<file path="config.mk">
export PLATFORM = sky130hd
export DESIGN_NAME = decodificador_pwm_servo
export DESIGN_NICKNAME = d
export VERILOG_FILES = /design/src/rtl/servo_pkg.sv /design/src/rtl/detector_borda.sv /design/src/rtl/decodificador_pwm_servo.sv
export SDC_FILE = /design/constraint.sdc
export NUM_CORES = 1
export LEC_CHECK = 0
export BUFFER_PORTS_ARGS = -buffer_cell sky130_fd_sc_hd__buf_2
export CORE_MARGIN = 2
export CORE_UTILIZATION = 57
export DETAILED_ROUTE_END_ITERATION = 8
export GPL_ROUTABILITY_DRIVEN = 0
export PLACE_DENSITY_LB_ADDON = 0.1
export REMOVE_ABC_BUFFERS = 1
export SLEW_MARGIN = 20
export SYNTH_ARGS = -nofsm -noshare
export SYNTH_HDL_FRONTEND = slang
export SYNTH_SLANG_ARGS = --single-unit
</file>
<file path="constraint.sdc">
create_clock -name i_clock -period 2.95 [get_ports i_clock]
set_clock_uncertainty 0.1 [all_clocks]
set_input_delay 0.4425 -clock i_clock [delete_from_list [all_inputs] [get_ports i_clock]]
set_output_delay 0.4425 -clock i_clock [all_outputs]
set_load 0.05 [all_outputs]
</file>
<file path="src/rtl/servo_pkg.sv">
// servo_pkg: shared definitions for the servo PWM link.
//   - default timing constants (50 MHz clock, 20 ms frame, 1.0 ms + k*0.14 ms pulses)
//   - position index width and count
//   - width window bound derivation (lower/upper bound for position k)
//   - decoder FSM state encoding
package servo_pkg;

    localparam int PERIOD_DEF  = 1000000;
    localparam int PER_TOL_DEF = 20000;
    localparam int W_MIN_DEF   = 50000;
    localparam int W_STEP_DEF  = 7000;
    localparam int TOL_DEF     = 2000;
    localparam int CNT_W_DEF   = 20;

    localparam int POS_W = 3;
    localparam int N_POS = 8;

    typedef enum logic [1:0] {
        ESPERA_SUBIDA = 2'd0,
        MEDE_ALTO     = 2'd1,
        MEDE_BAIXO    = 2'd2
    } estado_t;

    // Lowest width accepted as position k.
    function automatic logic [31:0] janela_min(input int w_min, input int w_step,
                                               input int tol, input int k);
        return 32'(w_min + k * w_step - tol);
    endfunction

    // Highest width accepted as position k.
    function automatic logic [31:0] janela_max(input int w_min, input int w_step,
                                               input int tol, input int k);
        return 32'(w_min + k * w_step + tol);
    endfunction

endpackage

</file>
<file path="src/rtl/detector_borda.sv">
// detector_borda: brings an asynchronous input into the clock domain and
// reports its edges.
//   i_clock   : system clock
//   i_reset   : synchronous, active-high reset (all flops go to 1)
//   i_sinal   : asynchronous input
//   o_subida  : one-cycle rise indication (synchronized domain)
//   o_descida : one-cycle fall indication (synchronized domain)
// Resetting to 1 means a line already high at reset release produces no rise.
module detector_borda (
    input  logic i_clock,
    input  logic i_reset,
    input  logic i_sinal,
    output logic o_subida,
    output logic o_descida
);

    logic r_s1;
    logic r_s2;
    logic r_s3;

    // Two-stage synchronizer followed by a one-stage history register.
    always_ff @(posedge i_clock) begin
        if (i_reset) begin
            r_s1 <= 1'b1;
            r_s2 <= 1'b1;
            r_s3 <= 1'b1;
        end else begin
            r_s1 <= i_sinal;
            r_s2 <= r_s1;
            r_s3 <= r_s2;
        end
    end

    assign o_subida  = r_s2 & ~r_s3;
    assign o_descida = ~r_s2 & r_s3;

endmodule

</file>
<file path="src/rtl/decodificador_pwm_servo.sv">
// decodificador_pwm_servo: measures the servo PWM waveform and decodes each
// pulse width back into a 3-bit position index.
//   i_clock          : system clock
//   i_reset          : synchronous, active-high reset
//   i_pwm            : asynchronous PWM line
//   o_posicao        : last validly decoded position (held on errors/timeout)
//   o_valido         : one-cycle pulse per accepted period
//   o_erro_largura   : one-cycle pulse, width outside every position window
//   o_erro_periodo   : one-cycle pulse, period outside PERIOD +/- PER_TOL
//   o_sem_sinal      : level, no rise seen for PERIOD+PER_TOL+1 clocks
module decodificador_pwm_servo
    import servo_pkg::*;
#(
    parameter int PERIOD  = PERIOD_DEF,
    parameter int PER_TOL = PER_TOL_DEF,
    parameter int W_MIN   = W_MIN_DEF,
    parameter int W_STEP  = W_STEP_DEF,
    parameter int TOL     = TOL_DEF,
    parameter int CNT_W   = CNT_W_DEF
) (
    input  logic             i_clock,
    input  logic             i_reset,
    input  logic             i_pwm,
    output logic [POS_W-1:0] o_posicao,
    output logic             o_valido,
    output logic             o_erro_largura,
    output logic             o_erro_periodo,
    output logic             o_sem_sinal
);

    localparam logic [CNT_W-1:0] CNT_SAT = CNT_W'(PERIOD + PER_TOL + 1);
    localparam logic [CNT_W-1:0] PER_MIN = CNT_W'(PERIOD - PER_TOL);
    localparam logic [CNT_W-1:0] PER_MAX = CNT_W'(PERIOD + PER_TOL);

    logic             w_subida;
    logic             w_descida;
    logic [N_POS-1:0] w_acerto;
    logic             w_largura_ok;
    logic [POS_W-1:0] w_pos;
    logic             w_periodo_ok;

    logic [CNT_W-1:0] r_cnt;
    logic [CNT_W-1:0] r_largura;
    estado_t          r_estado;
    logic [POS_W-1:0] r_posicao;
    logic             r_valido;
    logic             r_erro_largura;
    logic             r_erro_periodo;
    logic             r_sem_sinal;

    detector_borda u_detector_borda (
        .i_clock   (i_clock),
        .i_reset   (i_reset),
        .i_sinal   (i_pwm),
        .o_subida  (w_subida),
        .o_descida (w_descida)
    );

    // Edge-to-edge counter: restarts at 1 on each rise, saturates one past
    // the longest acceptable period so a dead line is recognisable.
    always_ff @(posedge i_clock) begin
        if (i_reset) begin
            r_cnt <= '0;
        end else if (w_subida) begin
            r_cnt <= CNT_W'(1);
        end else if (r_cnt == CNT_SAT) begin
            r_cnt <= r_cnt;
        end else begin
            r_cnt <= r_cnt + CNT_W'(1);
        end
    end

    // One window comparator pair per position; windows are disjoint
    // (2*TOL < W_STEP) so at most one bit of w_acerto is ever set.
    for (genvar k = 0; k < N_POS; k++) begin : g_janela
        localparam logic [31:0] LIM_MIN = janela_min(W_MIN, W_STEP, TOL, k);
        localparam logic [31:0] LIM_MAX = janela_max(W_MIN, W_STEP, TOL, k);
        assign w_acerto[k] = (32'(r_largura) >= LIM_MIN) && (32'(r_largura) <= LIM_MAX);
    end

    // One-hot window hit to index: OR of the indices gated by their hit bit.
    always_comb begin
        w_pos = '0;
        for (int k = 0; k < N_POS; k++) begin
            w_pos = w_pos | (POS_W'(k) & {POS_W{w_acerto[k]}});
        end
    end

    assign w_largura_ok = |w_acerto;
    assign w_periodo_ok = (r_cnt >= PER_MIN) && (r_cnt <= PER_MAX);

    // Measurement FSM with registered verdict outputs. Saturation is checked
    // before the rise so a period of exactly PERIOD+PER_TOL+1 takes the
    // timeout path.
    always_ff @(posedge i_clock) begin
        if (i_reset) begin
            r_estado       <= ESPERA_SUBIDA;
            r_largura      <= '0;
            r_posicao      <= '0;
            r_valido       <= 1'b0;
            r_erro_largura <= 1'b0;
            r_erro_periodo <= 1'b0;
            r_sem_sinal    <= 1'b1;
        end else begin
            r_valido       <= 1'b0;
            r_erro_largura <= 1'b0;
            r_erro_periodo <= 1'b0;
            case (r_estado)
                ESPERA_SUBIDA: begin
                    if (w_subida) begin
                        r_estado <= MEDE_ALTO;
                    end else begin
                        r_estado <= ESPERA_SUBIDA;
                    end
                end
                MEDE_ALTO: begin
                    if (r_cnt == CNT_SAT) begin
                        r_estado    <= ESPERA_SUBIDA;
                        r_sem_sinal <= 1'b1;
                    end else if (w_descida) begin
                        r_largura <= r_cnt;
                        r_estado  <= MEDE_BAIXO;
                    end else begin
                        r_estado <= MEDE_ALTO;
                    end
                end
                MEDE_BAIXO: begin
                    if (r_cnt == CNT_SAT) begin
                        r_estado    <= ESPERA_SUBIDA;
                        r_sem_sinal <= 1'b1;
                    end else if (w_subida) begin
                        r_estado <= MEDE_ALTO;
                        if (!w_periodo_ok) begin
                            r_erro_periodo <= 1'b1;
                        end else if (!w_largura_ok) begin
                            r_erro_largura <= 1'b1;
                        end else begin
                            r_valido    <= 1'b1;
                            r_posicao   <= w_pos;
                            r_sem_sinal <= 1'b0;
                        end
                    end else begin
                        r_estado <= MEDE_BAIXO;
                    end
                end
                default: begin
                    r_estado <= ESPERA_SUBIDA;
                end
            endcase
        end
    end

    assign o_posicao      = r_posicao;
    assign o_valido       = r_valido;
    assign o_erro_largura = r_erro_largura;
    assign o_erro_periodo = r_erro_periodo;
    assign o_sem_sinal    = r_sem_sinal;

endmodule

</file>
Yosys cells after proc, flatten, opt, wreduce, memory -nomap -nowiden
Index checks and enable logic that the tools add are counted.
Widths: inputs -> output; s select.
{"block": "totals", "ff_bits": 52, "input_bits": 3, "wordCells": 88}
{"block": "op_classes", "addsub": 1, "magnitude_cmp": 18, "n_eq_ne": 8, "n_mux": 17, "bitwise_logic": 14, "n_reduce_logical": 18}
{"operator": "$le 20x17->1 const B", "n": 6}
{"operator": "$ge 20x17->1 const B", "n": 5}
{"operator": "$ge 20x16->1 const B", "n": 3}
{"operator": "$le 20x16->1 const B", "n": 2}
{"operator": "$add 20x1->20 const B", "n": 1}
{"operator": "$eq 20x20->1 const B", "n": 1}
{"operator": "$ge 20x20->1 const B", "n": 1}
{"operator": "$le 20x20->1 const B", "n": 1}
{"operator": "$mux 1", "n": 11}
{"operator": "$reduce_and 5->1", "n": 2}
{"operator": "$logic_and 1x1->1", "n": 9}
{"operator": "$or 3x3->3", "n": 3}
{"operator": "$mux 2", "n": 4}
{"operator": "$reduce_or 8->1", "n": 1}
{"operator": "$ne 3x3->1 const B", "n": 2}
{"operator": "$not 1->1", "n": 6}
{"operator": "$pmux 2 s3", "n": 1}
{"operator": "$reduce_or 5->1", "n": 1}
{"operator": "$reduce_or 4->1", "n": 1}
{"operator": "$ne 3x2->1 const B", "n": 1}
{"operator": "$or 2x3->3", "n": 1}
{"operator": "$reduce_and 3->1", "n": 1}
{"operator": "$and 1x1->1", "n": 2}
{"operator": "$eq 2x1->1 const B", "n": 1}
{"operator": "9 further kinds", "n": 9}

Longest topological paths before layout
{"block": "depth", "depth_word": 8, "ltp_mapped": 9}

Cells and area by module
Synthesis repeated with hierarchy kept, for this count alone.
{"block": "hier_totals", "hier_cells": 411, "hier_area_um2": 3057.9}
{"module": "decodificador_pwm_servo", "instances": 1, "cells_each": 403, "area_each_um2": 2965.3}
{"module": "detector_borda", "instances": 1, "cells_each": 8, "area_each_um2": 92.6}

Least setup slack after synthesis
Ideal clock, no wire load.
{"block": "synth_timing", "kind": "flip-flop to flip-flop", "startpoint": "register r_largura[11]", "endpoint": "register r_sem_sinal, in the netlist o_sem_sinal", "arrival_ns": 2.206, "path_slack_ns": 0.522, "path_stages_with_launch": 9, "n_path_buf": 1, "path_cell_list": "dfxtp_1 > buf_6 > nand4b_4 > or4_1 > or4_1 > o2bb2ai_1 > o2111ai_2 > o221ai_2 > a221o_1"}
{"block": "synth_between", "elab_chain_cells": 5, "word_cells_on_any_way": 27}
{"element": "from (decl)", "line": "decodificador_pwm_servo.sv:43", "rtl": "logic [CNT_W-1:0] r_largura;"}
{"element": "from (signal assigned)", "line": "decodificador_pwm_servo.sv:121", "rtl": "r_largura <= r_cnt;"}
{"element": "$ge 20x16->1, or another cell as far along", "line": "decodificador_pwm_servo.sv:78", "rtl": "assign w_acerto[k] = (32'(r_largura) >= LIM_MIN) && (32'(r_largura) <= LIM_MAX);"}
{"element": "$logic_and 1x1->1", "line": "decodificador_pwm_servo.sv:78"}
{"element": "$reduce_or 8->1 (*)", "line": "decodificador_pwm_servo.sv:89", "rtl": "assign w_largura_ok = |w_acerto;"}
{"element": "$ne 3x3->1 (no source line) (*)"}
{"element": "$reduce_and 5->1 (no source line) (*)"}
{"element": "to (signal assigned)", "line": "decodificador_pwm_servo.sv:103", "rtl": "r_sem_sinal <= 1'b1;"}
{"element": "to (signal assigned)", "line": "decodificador_pwm_servo.sv:119", "rtl": "r_sem_sinal <= 1'b1;"}
{"element": "to (signal assigned)", "line": "decodificador_pwm_servo.sv:130", "rtl": "r_sem_sinal <= 1'b1;"}
{"element": "to (decl)", "line": "decodificador_pwm_servo.sv:49", "rtl": "logic r_sem_sinal;"}
Every way passes the cells marked *; elsewhere a longest branch is shown, timed or not.
A chain may end at the register's enable or synchronous reset.

Worst setup path in the final report
{"block": "layout_timing", "startpoint": "register r_largura[5]", "endpoint": "register r_sem_sinal, in the netlist o_sem_sinal"}
The elaborated chain is that of the path after synthesis.

==> flow_summary.json <==
{
  "status": "completed",
  "wl_per_cell_um": 16.4,
  "synth_warnings": 0,
  "ys.flop_type": "dfxtp_1",
  "place_ws_ns": 0.303,
  "hpwl_um": 5590,
  "h-tree-depth": 2,
  "crit_buf_inv": 0,
  "grt_pass1_wl_um": 13200,
  "hp-start": "i_pwm",
  "clk_pin_slew_worst_paths_ns": 0.09,
  "cp-start-kind": "register",
  "die_area_mm2": 0.00607,
  "r2r_slack_ns": 0.24,
  "io_buffers": 9,
  "dr_wl_met3_um": 528,
  "slew_headroom_pct": 32.3,
  "cts_resized": 0,
  "yosys-top-cells-count": "63 x nand2_1, 52 x dfxtp_1, 36 x nor2_1",
  "nNetsFinal": 416,
  "synth_compound_area_share_pct": 20.3,
  "placed_cell_area_mm2": 0.00323,
  "syn-cell-area_mm2": 0.00311,
  "synth-adder-area-share_pct": 1.21,
  "critPathKind": "reg2reg",
  "rr_startpoint": "r_largura[5]",
  "die_x_um": 77.9,
  "critPathLaunch": "r_largura[5]",
  "finalCritPeriodShare_pct": 91.9,
  "dp_cells": 473,
  "via_per_inst": 6.36,
  "grt_pass1_vias": 2767,
  "clock_sinks": 52,
  "wl_met1_um": 3410,
  "cts_tree": "built",
  "setup_violations": 0,
  "synth_top_area_share_pct": 33.4,
  "worstPathMaxFanout": 15,
  "rsz0062_at_grt": "no",
  "drv_slew": 0,
  "hold_slack_ns": 0.223,
  "top_layer_used": "met4",
  "postSynthAreaPerCell_um2": 7.57,
  "start_util_pct": 59.8,
  "ys_types": 61,
  "crit_family": "simple AND/OR/NAND/NOR gates",
  "die_height_um": 77.9,
  "p_total_mw": 1.16,
  "max_freq_ghz": 0.369,
  "cap_violations": 0,
  "synthSimpleGateAreaFrac_pct": 34.8,
  "coreArea_mm2": 0.00520,
  "syn_to_final_growth_pct": 6.59,
  "synth-xor-area-share_pct": 5.06,
  "cpPeakStageDelay_ns": 0.65,
  "drt_first_pass_iters": 6,
  "ios": 10,
  "drive_gt1_share_pct": 11.7,
  "root_buffer": "clkbuf_8",
  "post_cts_buffers": 0,
  "ys_seq_area_share_pct": 33.4,
  "grt_usage_pct": 27.0,
  "synth_top_family_by_area": "simple AND/OR/NAND/NOR gates",
  "cts_buffers": 5,
  "async_flop_share_pct": 0,
  "postCtsHoldBufs": 0,
  "diodes": 0,
  "num_vias": 3059,
  "synthesis.instances": 411,
  "end_kind": "register",
  "ant_nets": 0,
  "synthTopCellsByArea": "dfxtp_1 33%, nand2_1 7.6%, a21oi_1 5.6%, nor2_1 4.3%, xor2_1 3.9%",
  "muxShareOfSynthArea_pct": 0,
  "wl_met2_um": 3540,
  "tightest_slew_ns": 1.01,
  "drt-initial-drc-count": 222,
  "stdcell_area_mm2": 0.00332,
  "synth_edf_count": 0,
  "cp_slowest_cell": "dfxtp_1",
  "layout_min_cycle_time_ns": 2.71,
  "grt-ovfl-total": 0,
  "yosys.cell_count.top_type": "nand2_1",
  "synth_seq_cells": 52,
  "instances_no_fill": 481,
  "max-vdd-ir-drop_mv": 0.288,
  "synth_area_leader_cell": "dfxtp_1",
  "crit_arrival_ns": 2.81,
  "drc": 0,
  "p_per_area_mw_per_mm2": 350,
  "hold_violations": 0,
  "utilization_pct": 63.7,
  "grt_max_degree": 35,
  "rows": 26,
  "clk_latency_ns": 0.30,
  "antenna_found_initial": 0,
  "worst_ep_required_time_ns": 3.05,
  "setup_slack_ns": 0.240,
  "fin_setup_tns_ns": 0,
  "routed_wl_um": 7880,
  "p_leak_nw": 1.16,
  "cts_buffer_depth": 2,
  "min_path_type": "in2reg",
  "cp_cell_sequence": "nand2_1 > or4_1 > nor4_1 > o22ai_1 > nand4b_1 > o221ai_2 > a221o_1"
}
==> flip-flops by register name, indices dropped and copies added, names as in the netlist <==
signal and count:
o_valido 1, u_detector_borda.r_s3 1, r_estado 2, o_erro_largura 1, u_detector_borda.r_s2 1, r_largura 20
o_erro_periodo 1, o_sem_sinal 1, r_cnt 20, u_detector_borda.r_s1 1, o_posicao 3
==> power by group <==
group | leakage, nW | internal [mW] | switching (mW)
clock network | 0.0510 | 0.187 | 0.223
registers | 0.420 | 0.708 | 0.00802
logic | 0.685 | 0.0106 | 0.0238
==> per-layer routing <==
metal	GRT usage, %	up-vias
met4	13.7	0
li1	-	1476
met3	4.42	48
met5	0	-
met1	35.8	1374
met2	42.2	161
==> worst reg2reg max path: stages (launching register included) <==
cell and delay, ns:
dfxtp_1 0.65, nand2_1 0.24, or4_1 0.51, nor4_1 0.22, o22ai_1 0.17, nand4b_1 0.23, o221ai_2 0.13, a221o_1 0.35
==> final cells by class <==
class | instances | area, um^2
sequential | 52 | 1040
clock inverter | 2 | 10.0
tap | 70 | 87.6
clock buffer | 6 | 82.6
multi-input combinational | 319 | 1910
fill | 486 | 1890
inverter | 9 | 33.8
timing repair buffer | 23 | 150
==> logic make-up after synthesis <==
logic type | Yosys count
AND/OR/NAND/NOR | 205
XOR/XNOR | 18
adder cells (fa/ha/maj) | 3
AO/OA/AOI/OAI | 93
buffers and inverters | 40
flip-flops | 52
==> cells in the final DEF (no fill, tap or decap), drive strengths merged, types with 7 or more instances in the layout <==
cell and count:
or2 7, and3 10, inv 9, a31oi 7, nor3 14, o21ai 11, xor2 14, nand2b 8
nand3 19, a21oi 35, nand2 63, dfxtp 52, nor2 36, nor4 8, buf 23
==> worst paths after layout <==
| check | cells after the start | to |
|---|---|---|
| worst min-delay path | 2 | u_detector_borda.r_s1 |
| worst max-delay path | 7 | o_sem_sinal |
| worst min register to register | 1 | u_detector_borda.r_s2 |
| worst max register to register | 7 | o_sem_sinal |
No activity file was read; power rests on OpenSTA's default activity.
